## config.mk

```make
export PLATFORM = sky130hd
export DESIGN_NAME = spike_event_encoder
export DESIGN_NICKNAME = d
export VERILOG_FILES = /design/src/rtl/spike_event_encoder.sv
export SDC_FILE = /design/constraint.sdc
export NUM_CORES = 1
export LEC_CHECK = 0
export ABC_AREA = 0
export CORE_ASPECT_RATIO = 0.9
export CORE_UTILIZATION = 65
export DETAILED_ROUTE_END_ITERATION = 6
export PLACE_DENSITY = 0.84
export SETUP_SLACK_MARGIN = 0.5
export SLEW_MARGIN = 20
export SYNTH_ARGS = -nofsm -noshare
export SYNTH_HDL_FRONTEND = slang
export SYNTH_SLANG_ARGS = --single-unit
export TNS_END_PERCENT = 5
```

## constraint.sdc

```tcl
create_clock -name clk -period 5.2 [get_ports clk]
set_input_delay 0.78 -clock clk [delete_from_list [all_inputs] [get_ports clk]]
set_output_delay 0.78 -clock clk [all_outputs]
set_load 0.1 [all_outputs]
```

## src/rtl/spike_event_encoder.sv

```systemverilog
// Scans each accepted 8-bit spike vector LSB-first and emits one {marker, timestep, neuron_id} word per set bit.
// Optional: define SPIKE_ENC_EMPTY_STEP_EN to emit a marker word for timesteps with no spikes.
module spike_event_encoder #(
    parameter int FIFO_DEPTH = 16
) (
    input  logic                          clk,
    input  logic                          reset,
    input  logic                          enable,
    input  logic                          step_strobe,
    input  logic [7:0]                    spikes_in,
    output logic [11:0]                   out_data,
    output logic                          out_valid,
    input  logic                          out_ready,
    output logic [$clog2(FIFO_DEPTH):0]   fifo_count,
    output logic                          busy,
    output logic                          overflow,
    output logic                          step_lost,
    input  logic                          clear_flags
);

    localparam int AW = $clog2(FIFO_DEPTH);
    localparam int CW = AW + 1;

    typedef enum logic {IDLE, SCAN} state_t;

    state_t         state;
    logic [7:0]     ts;
    logic [7:0]     scan_vec;
    logic [7:0]     scan_ts;
    logic [2:0]     idx;
    logic           pend_full;
    logic [7:0]     pend_vec;
    logic [7:0]     pend_ts;

    logic           strobe_ok;
    logic           last_cycle;
    logic           lost_set;
    logic           push_req;
    logic [11:0]    push_data;

    logic [11:0]    mem [FIFO_DEPTH];
    logic [AW-1:0]  wr_ptr;
    logic [AW-1:0]  rd_ptr;
    logic [CW-1:0]  count;
    logic           full;
    logic           pop;
    logic           push_ok;
    logic           overflow_set;

    assign strobe_ok  = step_strobe & enable;
    assign last_cycle = (state == SCAN) && (idx == 3'd7);
    // A strobe on the final scan cycle never counts as lost: the pending slot drains that same edge.
    assign lost_set   = strobe_ok && (state == SCAN) && !last_cycle && pend_full;

    always_comb begin
        push_req  = 1'b0;
        push_data = '0;
        if (state == SCAN) begin
            if (scan_vec[idx]) begin
                push_req  = 1'b1;
                push_data = {1'b0, scan_ts, idx};
            end
`ifdef SPIKE_ENC_EMPTY_STEP_EN
            else if (last_cycle && (scan_vec == 8'h00)) begin
                push_req  = 1'b1;
                push_data = {1'b1, scan_ts, 3'b000};
            end
`endif
        end
    end

    always_ff @(posedge clk) begin
        if (reset) begin
            state     <= IDLE;
            ts        <= '0;
            scan_vec  <= '0;
            scan_ts   <= '0;
            idx       <= '0;
            pend_full <= 1'b0;
            pend_vec  <= '0;
            pend_ts   <= '0;
            step_lost <= 1'b0;
        end else begin
            if (strobe_ok) begin
                ts <= ts + 8'd1;
            end
            case (state)
                IDLE: begin
                    if (strobe_ok) begin
                        state    <= SCAN;
                        idx      <= '0;
                        scan_vec <= spikes_in;
                        scan_ts  <= ts;
                    end
                end
                SCAN: begin
                    idx <= idx + 3'd1;
                    if (last_cycle) begin
                        if (pend_full) begin
                            scan_vec  <= pend_vec;
                            scan_ts   <= pend_ts;
                            pend_full <= strobe_ok;
                            if (strobe_ok) begin
                                pend_vec <= spikes_in;
                                pend_ts  <= ts;
                            end
                        end else if (strobe_ok) begin
                            scan_vec <= spikes_in;
                            scan_ts  <= ts;
                        end else begin
                            state <= IDLE;
                        end
                    end else if (strobe_ok && !pend_full) begin
                        pend_full <= 1'b1;
                        pend_vec  <= spikes_in;
                        pend_ts   <= ts;
                    end
                end
                default: state <= IDLE;
            endcase
            step_lost <= lost_set | (step_lost & ~clear_flags);
        end
    end

    // A pop in the same cycle frees the head slot, so a push into a full FIFO is still accepted.
    assign pop          = out_valid & out_ready;
    assign full         = (count == CW'(FIFO_DEPTH));
    assign push_ok      = push_req & (~full | pop);
    assign overflow_set = push_req & full & ~pop;

    always_ff @(posedge clk) begin
        if (reset) begin
            wr_ptr   <= '0;
            rd_ptr   <= '0;
            count    <= '0;
            overflow <= 1'b0;
        end else begin
            if (push_ok) begin
                wr_ptr <= wr_ptr + AW'(1);
            end
            if (pop) begin
                rd_ptr <= rd_ptr + AW'(1);
            end
            case ({push_ok, pop})
                2'b10:   count <= count + CW'(1);
                2'b01:   count <= count - CW'(1);
                default: count <= count;
            endcase
            overflow <= overflow_set | (overflow & ~clear_flags);
        end
    end

    always_ff @(posedge clk) begin
        if (push_ok) begin
            mem[wr_ptr] <= push_data;
        end
    end

    assign out_valid  = (count != '0);
    assign out_data   = out_valid ? mem[rd_ptr] : 12'h000;
    assign fifo_count = count;
    assign busy       = (state == SCAN) | pend_full;

endmodule

```

# ---- Yosys cells after proc, flatten, opt, wreduce, memory -nomap -nowiden
# Memories as Yosys holds them, arrays and structs flattened. A register that Yosys moved wholly into a read port is not among the register bits.
# Cells that the tools add are included.
# Widths: inputs -> output; s select.
dict set report classes {
  add_sub_neg 6
  reduce_logical 12
  n_eq_ne 8
  n_bitwise 15
  magnitude_cmp 1
  n_mux 37
}
# op n
set ops {}
lappend ops {{$mux 8} 14}
lappend ops {{$pmux 8 s2} 2}
lappend ops {{$mux 12} 2}
lappend ops {{$mux 1} 11}
lappend ops {{$mux 11} 1}
lappend ops {{$pmux 5 s2} 1}
lappend ops {{$add 4x1->4 const B} 2}
lappend ops {{$add 8x1->8 const B} 1}
lappend ops {{$mux 4} 2}
lappend ops {{$and 1x1->1} 7}
lappend ops {{$ne 2x2->1 const B} 3}
lappend ops {{$pmux 3 s2} 1}
lappend ops {{$add 5x1->5 const B} 1}
lappend ops {{$eq 5x5->1 const B} 1}
lappend ops {{$logic_and 1x1->1} 5}
lappend ops {{$reduce_bool 5->1} 1}
lappend ops {{$sub 5x1->5 const B} 1}
lappend ops {{$lt 3x4->1 const B} 1}
lappend ops {{$not 1->1} 4}
lappend ops {{$or 1x1->1} 4}
lappend ops {{$reduce_and 4->1} 1}
lappend ops {{$reduce_bool 2->1} 2}
lappend ops {{$add 3x1->3 const B} 1}
lappend ops {{$bmux 1 s3} 1}
lappend ops {{8 further kinds} 9}
dict set report word_totals {
  word_cells 93
  inputBits 14
  ram_bits 192
  mem_count 1
  register_bits 60
}
# name depth width read_ports rd_ports_with_merged_regs write_ports line
set mem_list {}
lappend mem_list {mem 16 12 1 1 1 41} ;# logic [11:0] mem [FIFO_DEPTH];

# ---- Depth between registers and ports, before layout
# Gate-level depths: netlist of the first run.
dict set report depth {
  word_depth 7
  ltp_mapped 11
  ltp_nobuf 10
}

# ---- Worst setup path before layout of the first run
# No wires, ideal clock.
dict set report synth_path {
  path_type {register to output}
  start {reg count[1], in the netlist fifo_count[1]}
  end {out out_data[1]}
  arrival_time_ns 3.214
  path_stages_with_launch 6
  n_path_buf 2
  required_ns 4.420
  path_slack_ns 1.206
  path_cell_list {dfxtp_1 > buf_6 > nor4_2 > nand2_1 > clkbuf_1 > and2_1}
}
dict set report synth_via {
  elab_chain_len 2
}
# element line
set synth_lines {}
lappend synth_lines {{start: declaration} 44} ;# logic [CW-1:0] count;
lappend synth_lines {{start signal: assignment} 145} ;# 2'b10: count <= count + CW'(1);
lappend synth_lines {{start signal: assignment} 146} ;# 2'b01: count <= count - CW'(1);
lappend synth_lines {{start signal: assignment} 147} ;# default: count <= count;
lappend synth_lines {{$reduce_bool 5->1} 159} ;# assign out_valid = (count != '0);
lappend synth_lines {{via out_valid} 12} ;# output logic out_valid,
lappend synth_lines {{$mux 12} 160} ;# assign out_data = out_valid ? mem[rd_ptr] : 12'h000;
lappend synth_lines {{end: declaration} 11} ;# output logic [11:0] out_data,
# The timed path passes the listed nets, and every way through them passes these cells.

==> impl_metrics.sql, run 1 <==
INSERT INTO impl_metrics (metric_group, metric, value, unit) VALUES
('logic_synthesis', 'number_of_flops_mapped_to_enable_cells_by_yosys', '176', ''),
('worst_hold_path', 'hold_path_end', 'pend_ts[0]', ''),
('logic_synthesis', 'synth_fp_nets', '628', ''),
('placement', 'gp_routability_congestion', '0.848', ''),
('timing', 'final.hold.worst_slack', '0.490', 'ns'),
('floorplan', 'placement_rows', '42', ''),
('critical_path', 'reg2regPathDepth', '5', ''),
('routing', 'vias', '5582', ''),
('logic_synthesis', 'synth-warning-count', '0', ''),
('critical_path', 'worstSetupStartpointType', 'flop', ''),
('run_status', 'status', 'complete, no violations', ''),
('pwr', 'portion_of_total_power_attributed_to_combinational_logic', '29.3', '%'),
('pwr', 'share_clk_of_total_power', '30.9', '%'),
('pwr', 'total_switching_power', '1860', 'uW'),
('flow_run', 'max_cap_violations', '0', ''),
('critical_path', 'worstSetupPathType', 'reg -> out', ''),
('timing', 'period_minus_slack', '4.59', 'ns'),
('cts', 'clk_pin_slew_worst_paths', '0.06', 'ns'),
('grt', 'total_global_route_track_usage', '29.3', '%'),
('floorplan', 'die_area', '15500', 'um2'),
('cts', 'tritoncts_clock_tree', 'done', ''),
('logic_synthesis', 'postSynth.topFlopCell', 'sky130_fd_sc_hd__edfxtp_1', ''),
('critical_path', 'end_kind', 'primary output', ''),
('cts', 'cts-root-to-sink-buffers', '3', ''),
('critical_path', 'worst_r2r_startpoint', 'state', ''),
('cells_and_area', 'drive_gt1_share', '16.8', '%'),
('placement', 'hpwl_after_detailed_placement', '12.5', 'mm'),
('floorplan', 'io_pins', '35', ''),
('placement', 'dpl_cell_area', '10200', 'um2'),
('timing', 'tightest_slew', '1.12', 'ns'),
('timing', 'drv_slew', '0', ''),
('grt', 'grt.overflow.total', '0', ''),
('pwr', 'cellPowerDensity', '501', 'nW/um2'),
('timing', 'max_freq', '218', 'MHz'),
('timing', 'layout_worst_path_cycle_share', '88.3', '%'),
('routing', 'vias_per_cell', '6.64', ''),
('cells_and_area', 'final_design_area_no_fill', '10900', 'um2'),
('pwr', 'total_power', '5490', 'uW'),
('logic_synthesis', 'synth.avg_cell_area', '16.2', 'um2'),
('cells_and_area', 'syn2layout_area_growth', '12.2', '%'),
('logic_synthesis', 'synthesis.area', '9760', 'um2'),
('cts', 'post-cts-setup-buffer-count', '0', ''),
('critical_path', 'crit-reg2reg-capture', 'mem[15][0]', ''),
('logic_synthesis', 'async_flop_share', '0', '%'),
('logic_synthesis', 'synthCells', '604', ''),
('pwr', 'power.share.switching', '33.9', '%'),
('critical_path', 'crit_required', '4.42', 'ns'),
('pwr', 'irDropWorstVdd', '0.514', 'mV'),
('routing', 'detailedRoute.firstIterationViolations', '801', ''),
('timing', 'final_clock_skew', '0.00981', 'ns'),
('grt', 'grt_first_pass_wirelength', '33.6', 'mm'),
('worst_hold_path', 'min-delay-path-class', 'reg -> reg', ''),
('placement', 'port-buffer-count', '33', ''),
('timing', 'setup_viol', '0', ''),
('pwr', 'lkg_pwr', '0.00349', 'uW'),
('grt', 'antenna_found_initial', '0', ''),
('routing', 'route.final.wire_length', '21.5', 'mm'),
('routing', 'drc_errors', '0', ''),
('worst_hold_path', 'timing.hold.worst_path_depth', '2', ''),
('cts', 'clock-sinks', '240', ''),
('critical_path', 'worstPathArrival', '3.81', 'ns'),
('pwr', 'p_int', '3630', 'uW'),
('routing', 'route.antenna.remaining_nets', '0', ''),
('logic_synthesis', 'synth_sequential_area_ratio', '67.3', '%'),
('timing', 'rsz_0062_raised_after_global_routing', 'true', ''),
('floorplan', 'die-height', '118', 'um'),
('pwr', 'share_seq_of_total_power', '39.7', '%'),
('floorplan', 'fp.dieW', '131', 'um'),
('cells_and_area', 'antenna-diode-count', '0', ''),
('routing', 'post_drt_wl_per_cell', '25.5', 'um'),
('critical_path', 'r2r_setup_slack', '1.86', 'ns');
-- flip-flops by register name (all words and copies together), names as in the netlist, named ones only --
signal and count:
mem 176, pend_ts 8, pend_vec 8, scan_ts 8, scan_vec 8, ts 8
fifo_count 5, rd_ptr 4, wr_ptr 4, idx 3, overflow 1, pend_full 1
state 1, step_lost 1
-- timing repair --
item	CTS	global route
resized for setup	0	1
hold endpoints to repair	0	0
endpoints found under the setup margin	0	5
-- cell usage after synthesis (3+ instances only) --
cell type / instances / area share (%)
sky130_fd_sc_hd__buf_6: 5 / 0.58
sky130_fd_sc_hd__o22ai_1: 15 / 0.96
sky130_fd_sc_hd__a211oi_1: 16 / 1.2
sky130_fd_sc_hd__nor2_1: 54 / 2.1
sky130_fd_sc_hd__buf_2: 6 / 0.31
sky130_fd_sc_hd__and3_1: 3 / 0.19
sky130_fd_sc_hd__dfxtp_1: 64 / 13
sky130_fd_sc_hd__nand4_1: 5 / 0.32
sky130_fd_sc_hd__buf_1: 4 / 0.15
sky130_fd_sc_hd__or3_1: 4 / 0.26
sky130_fd_sc_hd__nand3_1: 4 / 0.21
sky130_fd_sc_hd__and2_1: 24 / 1.5
sky130_fd_sc_hd__mux2i_1: 23 / 2.4
sky130_fd_sc_hd__and4_1: 4 / 0.36
sky130_fd_sc_hd__edfxtp_1: 176 / 54
sky130_fd_sc_hd__ha_1: 10 / 1.3
sky130_fd_sc_hd__nor2b_1: 11 / 0.71
sky130_fd_sc_hd__nand2_1: 17 / 0.65
sky130_fd_sc_hd__a21oi_1: 15 / 0.77
sky130_fd_sc_hd__clkbuf_1: 20 / 0.77
sky130_fd_sc_hd__o21ai_0: 6 / 0.31
sky130_fd_sc_hd__xnor2_1: 5 / 0.45
sky130_fd_sc_hd__inv_1: 6 / 0.23
sky130_fd_sc_hd__xor2_1: 7 / 0.63
sky130_fd_sc_hd__nor3_1: 7 / 0.36
sky130_fd_sc_hd__nand3b_1: 3 / 0.23
sky130_fd_sc_hd__mux4_2: 55 / 13
-- kinds of logic after synthesis --
logic type | after synthesis | share of synthesized area [%]
flops | 240 | 67.3
simple gates | 146 | 7.89
mux | 79 | 15.2
compound gates | 72 | 5.03
buf+inv | 44 | 2.19
xor+xnor | 12 | 1.08
fa+ha+maj | 10 | 1.28
other cells | 1 | 0.0384
-- cell usage in the layout (no fill, tap or decap), types with 4 or more instances in the layout --
cell type | synthesis | final
sky130_fd_sc_hd__inv_1 | 6 | 7
sky130_fd_sc_hd__clkdlybuf4s50_1 | 0 | 31
sky130_fd_sc_hd__nand2_1 | 17 | 17
sky130_fd_sc_hd__and2_1 | 24 | 24
sky130_fd_sc_hd__mux2i_1 | 23 | 23
sky130_fd_sc_hd__nor3_1 | 7 | 7
sky130_fd_sc_hd__and4_1 | 4 | 4
sky130_fd_sc_hd__a21oi_1 | 15 | 15
sky130_fd_sc_hd__edfxtp_1 | 176 | 176
sky130_fd_sc_hd__nand3_1 | 4 | 4
sky130_fd_sc_hd__nor2_1 | 54 | 54
sky130_fd_sc_hd__o21ai_0 | 6 | 6
sky130_fd_sc_hd__clkbuf_16 | 0 | 23
sky130_fd_sc_hd__clkbuf_8 | 0 | 4
sky130_fd_sc_hd__ha_1 | 10 | 10
sky130_fd_sc_hd__mux4_2 | 55 | 55
sky130_fd_sc_hd__clkbuf_1 | 20 | 4
sky130_fd_sc_hd__xor2_1 | 7 | 7
sky130_fd_sc_hd__xnor2_1 | 5 | 5
sky130_fd_sc_hd__o22ai_1 | 15 | 15
sky130_fd_sc_hd__nor2b_1 | 11 | 11
sky130_fd_sc_hd__a211oi_1 | 16 | 16
sky130_fd_sc_hd__or3_1 | 4 | 4
sky130_fd_sc_hd__dfxtp_1 | 64 | 62
sky130_fd_sc_hd__nand4_1 | 5 | 5
-- worst max path at each step --
stage	cells past startpoint	to	from
2_1_floorplan	5	out_data[1]	fifo_count[1]
3_3_place_gp	5	out_data[5]	flop
3_5_place_dp	5	out_data[10]	flop
4_1_cts	5	out_data[5]	flop
5_1_grt	5	out_data[10]	flop
6_report	5	out_data[10]	flop
-- area by class of cell --
class	count	area (um2)
Timing Repair Buffer	35	355
Sequential cell	240	6570
Clock inverter	9	119
Inverter	8	30.0
Multi-Input combinational cell	320	2980
Clock buffer	31	646
Tap cell	198	248
Fill cell	791	3710
-- worst max-delay path, stage by stage, from the launching register on --
cell	delay, ns
sky130_fd_sc_hd__dfxtp_2	0.75
sky130_fd_sc_hd__buf_12	0.33
sky130_fd_sc_hd__mux4_2	0.57
sky130_fd_sc_hd__mux4_2	0.49
sky130_fd_sc_hd__and2_1	0.16
sky130_fd_sc_hd__clkdlybuf4s50_1	0.97
-- routing by layer --
| layer | vias to the layer above | global-route usage [%] | share of wire (%) |
|---|---|---|---|
| met5 | - | 0 | 0 |
| met4 | 0 | 11.2 | 2.9 |
| met3 | 55 | 3.69 | 6.9 |
| met2 | 299 | 49.2 | 51 |
| met1 | 2827 | 39.7 | 40 |
| li1 | 2401 | - | - |
-- through the flow --
stage                     std cells  setup WS (ns)
after detailed placement        801           1.12
after global placement          801           1.18
final                           841          0.607
after CTS                       841          0.559
after global routing            841          0.473
after floorplan                 604           1.21
-- power by group through the flow --
stage	sequential (uW)	clock, uW	combinational, uW
final	2180	1700	1610
after global routing	2190	1780	1680
after CTS	2180	1710	1620
after detailed placement	2220	0	1610
after global placement	2210	0	1560
after floorplan	2280	0	1220
No activity file was read; power rests on OpenSTA's default activity.
==> run 2, diff against run 1 <==
Settings changed: CTS_CLUSTER_DIAMETER set to 50, PLACE_DENSITY 0.84 to 0.82.
==> run 2 against run 1 <==
- sequential share of layout area down 0.35 points
- clock skew barely moved
- via count is 2.7% lower
- critical path depth stayed put
- combinational power barely moved
- non-clock buffer count unchanged
- sequential power is essentially flat
- global-route usage down 1.4 points
- final area grew 0.58%
- clock-buffer cell count grew 1
==> impl_metrics.sql, run 2 (synthesis gave the netlist of run 1 again) <==
INSERT INTO impl_metrics (metric_group, metric, value, unit) VALUES
('critical_path', 'worstSetupStartpointType', 'flop', ''),
('cells_and_area', 'antenna-diode-count', '0', ''),
('cells_and_area', 'design.final.nets', '654', ''),
('cells_and_area', 'register_area', '6570', 'um2'),
('critical_path', 'critical_path_maximum_fanout', '28', ''),
('grt', 'antenna_found_initial', '0', ''),
('pwr', 'lkg_pwr', '0.00351', 'uW'),
('critical_path', 'worstPathArrival', '3.68', 'ns'),
('routing', 'route.antenna.remaining_nets', '0', ''),
('cells_and_area', 'largest_register_ff_count', '176', ''),
('routing', 'detailedRoute.firstIterationViolations', '719', ''),
('cts', 'cts-resized-gates', '0', ''),
('cells_and_area', 'layout.filler_cells', '822', ''),
('cells_and_area', 'syn2layout_area_growth', '12.8', '%'),
('critical_path', 'r2r_setup_slack', '1.89', 'ns'),
('timing', 'layout_worst_path_cycle_share', '85.8', '%'),
('cts', 'cts_root_buf', 'sky130_fd_sc_hd__clkbuf_16', ''),
('timing', 'setup_ws', '0.737', 'ns'),
('timing', 'tightest_slew', '1.09', 'ns'),
('floorplan', 'die_area', '15500', 'um2'),
('grt', 'total_global_route_track_usage', '27.9', '%'),
('cells_and_area', 'drive_gt1_share', '17.5', '%'),
('critical_path', 'worst_r2r_startpoint', 'idx[0]', ''),
('routing', 'post_drt_wl_per_cell', '24.5', 'um'),
('routing', 'route.final.wire_length', '20.7', 'mm'),
('flow_run', 'max_cap_violations', '0', ''),
('critical_path', 'end_kind', 'primary output', ''),
('cts', 'clk_pin_slew_worst_paths', '0.06', 'ns'),
('floorplan', 'io_pins', '35', ''),
('grt', 'grt_first_pass_wirelength', '32.2', 'mm'),
('timing', 'max_freq', '224', 'MHz'),
('cells_and_area', 'mostFrequentLayoutCell', 'sky130_fd_sc_hd__edfxtp_1', ''),
('critical_path', 'reg2regPathDepth', '6', ''),
('placement', 'dp_slack', '1.26', 'ns'),
('timing', 'setup_viol', '0', ''),
('floorplan', 'fp.dieW', '131', 'um'),
('cells_and_area', 'largest_register', 'mem', ''),
('cts', 'worstSkewPairLatency', '0.51', 'ns'),
('cts', 'hold_buffers', '0', ''),
('pwr', 'cellPowerDensity', '506', 'nW/um2'),
('routing', 'drc_errors', '0', ''),
('cells_and_area', 'post_route_insts_no_fill', '845', ''),
('grt', 'grt_pass1_vias', '5473', ''),
('timing', 'rsz_0062_raised_after_global_routing', 'false', ''),
('cts', 'cts-root-to-sink-buffers', '3', ''),
('floorplan', 'placeableCoreArea', '14700', 'um2'),
('timing', 'period_minus_slack', '4.46', 'ns'),
('cts', 'clock-sinks', '240', ''),
('cts', 'post-cts-setup-buffer-count', '0', ''),
('floorplan', 'die-height', '118', 'um'),
('timing', 'max_slew_margin', '27.1', '%'),
('grt', 'grt_start_max_net_pins', '62', ''),
('cts', 'cts_htree_levels', '1', ''),
('placement', 'gp_routability_congestion', '0.814', ''),
('placement', 'hpwl_after_detailed_placement', '11.8', 'mm'),
('critical_path', 'crit_end', 'out_data[5]', ''),
('placement', 'dpl_cell_area', '10200', 'um2'),
('cts', 'tritoncts_clock_tree', 'done', ''),
('floorplan', 'starting_density_of_the_core', '66.5', '%'),
('critical_path', 'crit-reg2reg-capture', 'mem[12][2]', ''),
('critical_path', 'crit_required', '4.42', 'ns'),
('timing', 'drv_slew', '0', ''),
('floorplan', 'placement_rows', '42', ''),
('timing', 'final_number_of_hold_violating_endpoints', '0', ''),
('routing', 'drt_first_pass_iters', '5', ''),
('cells_and_area', 'final_design_area_no_fill', '11000', 'um2'),
('pwr', 'irDropWorstVdd', '0.505', 'mV'),
('routing', 'vias_per_cell', '6.43', ''),
('critical_path', 'worstSetupPathType', 'reg -> out', ''),
('worst_hold_path', 'min-delay-path-class', 'reg -> reg', ''),
('grt', 'grt.overflow.total', '0', ''),
('routing', 'vias', '5430', ''),
('cells_and_area', 'most-common-layout-cells', 'sky130_fd_sc_hd__edfxtp_1 (176), sky130_fd_sc_hd__dfxtp_1 (62), sky130_fd_sc_hd__mux4_2 (55)', ''),
('worst_hold_path', 'min_from', 'scan_ts[1]', ''),
('cells_and_area', 'multiInputGateArea', '2980', 'um2'),
('timing', 'finalSetupTns', '0', 'ns'),
('placement', 'placed_cells_incl_taps', '801', ''),
('timing', 'final_clock_skew', '0.00962', 'ns'),
('run_status', 'status', 'complete, no violations', ''),
('cts', 'cts_inserted_buffers', '25', ''),
('placement', 'port-buffer-count', '33', '');
## run 2: final cells by class
type / instances / share of cell area [%]
repair buffers: 35 / 3.20
multi-input cells: 320 / 27.1
clock buffers: 32 / 6.50
inverters: 8 / 0.273
clock inverters: 12 / 1.02
flip-flops and latches: 240 / 59.7
well taps: 198 / 2.25
## run 2: how the worst min path moves through the flow
stage | endpoint | slack [ns] | cells after the start
4_1_cts | scan_ts[1] | 0.50 | 2
6_report | scan_ts[1] | 0.50 | 2
3_3_place_gp | pend_ts[0] | 0.47 | 2
3_5_place_dp | pend_vec[5] | 0.49 | 2
5_1_grt | scan_vec[1] | 0.52 | 2
2_1_floorplan | pend_ts[0] | 0.45 | 2
## run 2: report_power, final
group	switching [uW]	internal (uW)
Clock	715	1070
Combinational	1090	537
Sequential	86.5	2080
Total	1890	3690
## run 2: critical path, cell delays in order, from the launching register on
cell and delay [ns]:
sky130_fd_sc_hd__dfxtp_2 0.81, sky130_fd_sc_hd__buf_4 0.39, sky130_fd_sc_hd__mux4_2 0.36, sky130_fd_sc_hd__mux4_2 0.48, sky130_fd_sc_hd__and2_1 0.17, sky130_fd_sc_hd__clkdlybuf4s50_1 0.96
## run 2: layer usage
metal	up-vias	GRT usage, %	part of all wire [%]
met5	-	0	0
met1	2758	39.8	41
met2	231	45.0	50
met3	38	4.55	6.9
li1	2403	-	-
met4	0	7.87	2.1
## run 2: per-stage QoR
| step | hold WS (ns) | power [uW] | utilization, % |
|---|---|---|---|
| floorplan | 0.455 | 3500 | - |
| global placement | 0.473 | 3790 | 69.4 |
| detailed placement | 0.485 | 3810 | 69.4 |
| CTS | 0.499 | 5590 | 75.1 |
| global route | 0.523 | 5750 | 75.1 |
| finish | 0.498 | 5570 | 75.1 |
